===== config.mk =====
export PLATFORM = sky130hd
export DESIGN_NAME = demux_1to4_32
export DESIGN_NICKNAME = d
export VERILOG_FILES = /design/src/rtl/demux_1to4_32.sv
export SDC_FILE = /design/constraint.sdc
export NUM_CORES = 1
export LEC_CHECK = 0
export CAP_MARGIN = 30
export CELL_PAD_IN_SITES_DETAIL_PLACEMENT = 1
export CELL_PAD_IN_SITES_GLOBAL_PLACEMENT = 1
export CORE_MARGIN = 2
export CORE_UTILIZATION = 30
export DETAILED_ROUTE_END_ITERATION = 8
export PLACE_DENSITY_LB_ADDON = 0.1
export SYNTH_ARGS = -nofsm -noshare
export SYNTH_HDL_FRONTEND = slang
export SYNTH_SLANG_ARGS = --single-unit

===== constraint.sdc =====
create_clock -name clk -period 9.7 [get_ports clk]
set_clock_uncertainty 0.05 [all_clocks]
set_input_delay 0.97 -clock clk [delete_from_list [all_inputs] [get_ports clk]]
set_output_delay 0.97 -clock clk [all_outputs]
set_load 0.01 [all_outputs]

===== src/rtl/demux_1to4_32.sv =====
// Registered 1-to-4 demultiplexer for 32-bit words with one holding register per output port.
// Optional feature macro: DEMUX_STATS_EN enables the accepted-word counter on xfer_count.
module demux_1to4_32 #(
    parameter int CNT_W = 16
) (
    input  logic             clk,
    input  logic             rst,
    input  logic             in_valid,
    output logic             in_ready,
    input  logic [1:0]       sel,
    input  logic [31:0]      in_data,
    output logic [3:0]       out_valid,
    input  logic [3:0]       out_ready,
    output logic [31:0]      out_a,
    output logic [31:0]      out_b,
    output logic [31:0]      out_c,
    output logic [31:0]      out_d,
    output logic [CNT_W-1:0] xfer_count
);

    typedef enum logic {
        EMPTY = 1'b0,
        FULL  = 1'b1
    } port_state_t;

    logic        accept;
    logic [31:0] data_arr [4];

    // A full port can still take a word in the same cycle its consumer drains it.
    assign in_ready = !out_valid[sel] | out_ready[sel];
    assign accept   = in_valid & in_ready;

    generate
        for (genvar gi = 0; gi < 4; gi++) begin : g_port
            port_state_t state_q, state_d;
            logic [31:0] data_q, data_d;
            logic        load;

            assign load = accept & (sel == 2'(gi));

            always_comb begin
                state_d = state_q;
                data_d  = data_q;
                case (state_q)
                    EMPTY: begin
                        if (load) state_d = FULL;
                    end
                    FULL: begin
                        if (!load && out_ready[gi]) state_d = EMPTY;
                    end
                    default: state_d = EMPTY;
                endcase
                if (load) data_d = in_data;
            end

            always_ff @(posedge clk or posedge rst) begin
                if (rst) begin
                    state_q <= EMPTY;
                    data_q  <= 32'h0;
                end else begin
                    state_q <= state_d;
                    data_q  <= data_d;
                end
            end

            assign out_valid[gi] = (state_q == FULL);
            assign data_arr[gi]  = data_q;
        end
    endgenerate

    assign out_a = data_arr[0];
    assign out_b = data_arr[1];
    assign out_c = data_arr[2];
    assign out_d = data_arr[3];

`ifdef DEMUX_STATS_EN
    logic [CNT_W-1:0] cnt_q, cnt_d;

    always_comb begin
        cnt_d = cnt_q;
        if (accept) cnt_d = cnt_q + 1'b1;
    end

    always_ff @(posedge clk or posedge rst) begin
        if (rst) cnt_q <= '0;
        else     cnt_q <= cnt_d;
    end

    assign xfer_count = cnt_q;
`else
    assign xfer_count = '0;
`endif

endmodule


==> results.tsv, run 1 <==
metric	value	unit
grt_max_degree	75	
tightest_slew	888.6	ps
cts_inserted_buffers	17	
grtUsageMet1	18.60	%
via_count	3184	
fin_util	45.80	%
ys_ff_latch	132	
crit_type	in2out	
htree_levels	4	
cp.arrival	2610	ps
clock_path_buffers	2	
grt_pass1_wl	20870	um
die_h	135.1	um
antenna_found_initial	0	
crit_path_start	sel[0]	
coreArea	16700	um^2
ff2ff_setup_slack	7570	ps
critPathRequiredTime	8680	ps
slew_viol_final	0	
fin_nets	533	
final_layout_size_suffix_gt1_share	33.07	%
routabilityCongestion	0.7113	
yosysMostFrequentCell	dfrtp_1	
grtUsageMet2	24.34	%
drt_iter0_markers	83	
rows	47	
rsz0062_at_grt	false	
syn_area_per_cell	16.48	um^2
ff2ff_path_depth	4	
first_global_vias	3519	
busiest_layer	met2	
dp_hpwl	8938	um
postRouteWirelength	13250	um
setup_viol_count_final	0	
endpoint	in_ready	
crit_path_max_fanout	4	
r2r-start	g_port[0].state_q	
async_flop_share	100.0	%
min_period_over_period	37.38	%
ctsResizeCount	0	
holdBufCountCts	0	
status	complete, no violations	
worstSkewPairLatency	410	ps
worstSetupEndpointType	output port	
grt_use_met3	6.884	%
path_clk_slew	60	ps
yosysUniqueCellTypes	20	
ant_nets	0	
dr.pass1.iters	4	
ir_worst_vdd	0.1247	mV
power_leakage	0.003200	uW
power_density	243.1	nW/um^2
finalHoldViolCount	0	
synth_commonest_cells	dfrtp_1 (132), mux2_2 (124), buf_4 (20), buf_6 (8), nand2_1 (5)	
synthTopCellsByArea	dfrtp_1 (64%), mux2_2 (27%), buf_4 (2.9%)	
period_minus_slack	3626	ps
max_freq	275.8	MHz
setup_tns	0	ps
post_cts_buffers	0	
ys_dominant_reg_cell	dfrtp_1	
die_w	135.1	um
cts_sinks	132	
netlist.area_leader.share	64.03	%
final_area	7650	um^2
grt_usage	15.32	%
dp.cells	691	
syn_area	5159	um^2
filler_cell_count	1687	
grt_overflow	0	
yosys.area.top_type	dfrtp_1	
ys.warnings.count	0	
ys_seq_area_share	64.03	%
io_pins	190	
drc	0	
port_buffers	173	
synth_edf_count	0	
viasPerCell	4.392	
die_area	18260	um^2
start_util	30.89	%
synthCells	313	
reg2reg_to	out_a[21]	
max_cap_violations	0	
diodes	0	
area_delta_synth_final	48.29	%
placed_area	6984	um^2
root_buffer	clkbuf_16	
cp-start-kind	input pin	
cts_tree	built	
hold_class	reg2reg	
fin_cells	725	
slew-limit-headroom	40.58	%
wire_per_inst	18.27	um
## layout by cell type (no fill, tap or decap), types with 2 or more instances in the layout
cell,netlist,routed
bufinv_16,0,3
mux2_2,124,124
clkinvlp_4,0,2
mux2_1,4,4
clkbuf_16,0,17
inv_6,0,2
conb_1,1,16
nand2b_1,4,4
nand2_1,5,5
dfrtp_1,132,132
clkdlybuf4s50_1,0,173
buf_4,20,4
clkinv_2,0,4
clkbuf_8,1,3
## flip-flops by register name, summed over array words and instances, names as in the netlist
name and count:
out_a 32, g_port.state_q 4, out_c 32, out_d 32
out_b 32
## cell type report
class                   instances  area (um^2)  share of cell area (%)
clock buffers                  20        466.7                   6.101
clock inverters                12        151.4                   1.979
inverters                       1        6.256                 0.08178
multi-input cells             161         1638                   21.41
flip-flops and latches        132         3303                   43.18
well taps                     220        275.3                   3.598
repair buffers                179         1809                   23.65
## worst min path at each step
| stage | startpoint | to | slack, ps | cells after the start |
|---|---|---|---|---|
| final | out_c[24] | out_c[24] | 440 | 1 |
| after global routing | out_c[24] | out_c[24] | 450 | 1 |
| after CTS | out_c[24] | out_c[24] | 440 | 1 |
| after detailed placement | out_c[24] | out_c[24] | 430 | 1 |
| after global placement | out_c[24] | out_c[24] | 420 | 1 |
| after floorplan | g_port[3].state_q | g_port[3].state_q | 420 | 2 |
## kinds of logic after synthesis
logic type / after synthesis / synth area share, %
mux: 129 / 28.45
buf+inv: 35 / 5.481
compound gates: 1 / 0.09692
other cells: 1 / 0.07269
simple gates: 15 / 1.868
flops: 132 / 64.03
## critical path, stage by stage
cell and delay (ps):
clkdlybuf4s50_1 560, mux4_1 580, clkdlybuf4s50_1 500
## per-layer routing
layer  vias to the layer above  share of wire, %
li1                       1425                 -
met1                      1635                41
met2                       110                49
met3                        14               9.0
met4                         0               1.4
met5                         -                 0
## stage by stage
step                      power [uW]  worst slack (ps)  hold WS (ps)
after global placement          1201              6105         420.0
after global routing            1954              6006         452.5
after CTS                       1891              6054         440.3
after detailed placement        1213              6060         427.5
final                           1860              6074         435.1
after floorplan                916.5              5154         422.1
## power breakdown
group | switching [uW] | total [uW] | internal, uW | leakage (uW)
clock network | 240 | 664 | 425 | 0.000303
logic | 177 | 471 | 294 | 0.00133
registers | 59.1 | 725 | 665 | 0.00157
total | 476 | 1860 | 1380 | 0.00320
Note: power is estimated with default switching activity, not from simulation.
==> run 2, diff against run 1 <==
clock period = 3.2 ns   (was 9.7 ns; I/O delays follow)
==> run 2 against run 1 <==
Total power grew to 2.9 times the previous value. Clock power grew to 2.7 times the previous value. First-iteration DRC count shrank 67%. Cell area shrank 0.83%. Sequential power grew to 3.0 times the previous value. Global-route usage grew 0.10 points. Register-to-register slack lost 6200 ps. Hold slack lost 66 ps. Non-clock buffer count grew 1. Clock-buffer cell count grew 3. Largest cell class unchanged.
==> results.tsv, run 2 (synthesis gave the netlist of run 1 again) <==
metric	value	unit
pwr-share-comb	26.4	%
slew_viol_final	0	
drt_iter0_markers	27	
coreArea	16700	um^2
crit_path_max_fanout	4	
postRouteWirelength	13100	um
worstSetupEndpointType	output port	
path_delay_family	buffers and inverters	
die_h	135.1	um
setup_tns	0	ps
dp_hpwl	9115	um
max_cap_violations	0	
io_pins	190	
dr.pass1.iters	2	
grt_overflow	0	
port_buffers	173	
cpMaxStageDelayCell	mux4_1	
ff2ff_setup_slack	1410	ps
path_cells	clkdlybuf4s50_1 -> mux4_1 -> clkdlybuf4s50_1	
rows	47	
period_minus_slack	2289	ps
ff2ff_path_depth	4	
reg2reg_to	out_c[9]	
grt_pass1_wl	21150	um
ant_nets	0	
max_freq	436.8	MHz
power_leakage	0.003165	uW
rsz0062_at_grt	false	
wire_per_inst	18.14	um
first_global_vias	3626	
fin_nets	534	
start_util	30.89	%
min_period_over_period	71.54	%
die_area	18260	um^2
final_layout_size_suffix_gt1_share	32.27	%
worstSkewPairLatency	400	ps
post_cts_buffers	0	
ir_worst_vdd	0.3435	mV
cts_tree	built	
cp-start-kind	input pin	
cp.arrival	1920	ps
p_switching	1375	uW
htree_levels	4	
crit_type	in2out	
ctsResizeCount	0	
power_density	713.6	nW/um^2
status	complete, no violations	
clkPwrFrac	33.0	%
viasPerCell	4.421	
mostFrequentLayoutCells	clkdlybuf4s50_1 (173), dfrtp_1 (132), mux2_2 (124)	
area_delta_synth_final	47.05	%
hold_class	in2async	
via_count	3192	
diodes	0	
r2r-start	g_port[2].state_q	
cts_inserted_buffers	17	
grt_usage	15.42	%
cpPeakStageDelay	560	ps
path_clk_slew	50	ps
cts_sinks	132	
antenna_found_initial	0	
holdBufCountCts	0	
critPathRequiredTime	2830	ps
finalHoldViolCount	0	
crit_top_cell	clkdlybuf4s50_1	
grt_max_degree	133	
tightest_slew	794.2	ps
drc	0	
swShare	25.41	%
root_buffer	clkbuf_16	
fin_hold_ws	368.6	ps
setup_viol_count_final	0	
routabilityCongestion	0.7118	
slew-limit-headroom	47.06	%
clock_path_buffers	2	
critical_path_buf_inv_count	2	
final_common_cell	clkdlybuf4s50_1	
die_w	135.1	um
intPower	4038	uW
pwr-share-seq	40.6	%
-- run 2: cell count changes in the layout (fill, tap and decap cells not counted) --
cell	before	now
buf_12	1	3
buf_16	1	0
clkbuf_8	3	4
inv_4	1	0
bufinv_16	3	1
clkbuf_1	0	2
inv_6	2	0
clkinv_2	4	3
clkinv_4	1	0
-- run 2: how the worst max path moves through the flow --
stage	startpoint	endpoint	slack, ps	cells past startpoint
2_1_floorplan	rst	g_port[0].state_q	1190	1
3_3_place_gp	sel[1]	out_d[15]	820	5
3_5_place_dp	sel[1]	out_d[0]	760	5
4_1_cts	sel[0]	in_ready	900	3
5_1_grt	sel[0]	in_ready	850	3
6_report	sel[0]	in_ready	910	3
-- run 2: area by class of cell --
type,count,area (um^2)
multi-input cells,161,1638
well taps,220,275.3
inverters,1,7.507
flip-flops and latches,132,3303
fillers,1685,9115
clock inverters,5,52.55
clock buffers,23,488.0
repair buffers,180,1822
-- run 2: power groups by stage --
stage / sequential (uW) / clock, uW / combinational, uW
after floorplan: 2370 / 0 / 405
after global placement: 2210 / 0 / 1440
after detailed placement: 2230 / 0 / 1450
after CTS: 2210 / 1850 / 1460
after global routing: 2250 / 1930 / 1530
final: 2200 / 1790 / 1430
-- run 2: layer usage --
layer  vias to the layer above  wire, um  global-route usage [%]
met2                       120      6311                   24.79
met4                         0       194                   5.556
met1                      1641      5499                   18.68
met3                        16      1095                   6.397
met5                         -         0                       0
li1                       1415         -                       -
-- run 2: stage by stage --
stage / worst slack (ps) / utilization (%) / cell area [um^2] / total power, uW / std cells
5_1_grt: 849.5 / 45.42 / 7586 / 5712 / 722
3_3_place_gp: 824.0 / 42.19 / 7046 / 3648 / 694
6_report: 910.6 / 45.42 / 7586 / 5414 / 722
2_1_floorplan: 1193 / - / 5219 / 2778 / 328
4_1_cts: 902.4 / 45.42 / 7586 / 5511 / 722
3_5_place_dp: 761.5 / 42.19 / 7046 / 3680 / 694
-- run 2: worst register-to-register path: stages (launching register included) --
cell and delay [ps]:
dfrtp_1 370, nand2b_1 110, and3_2 530, buf_12 250, mux2_2 360
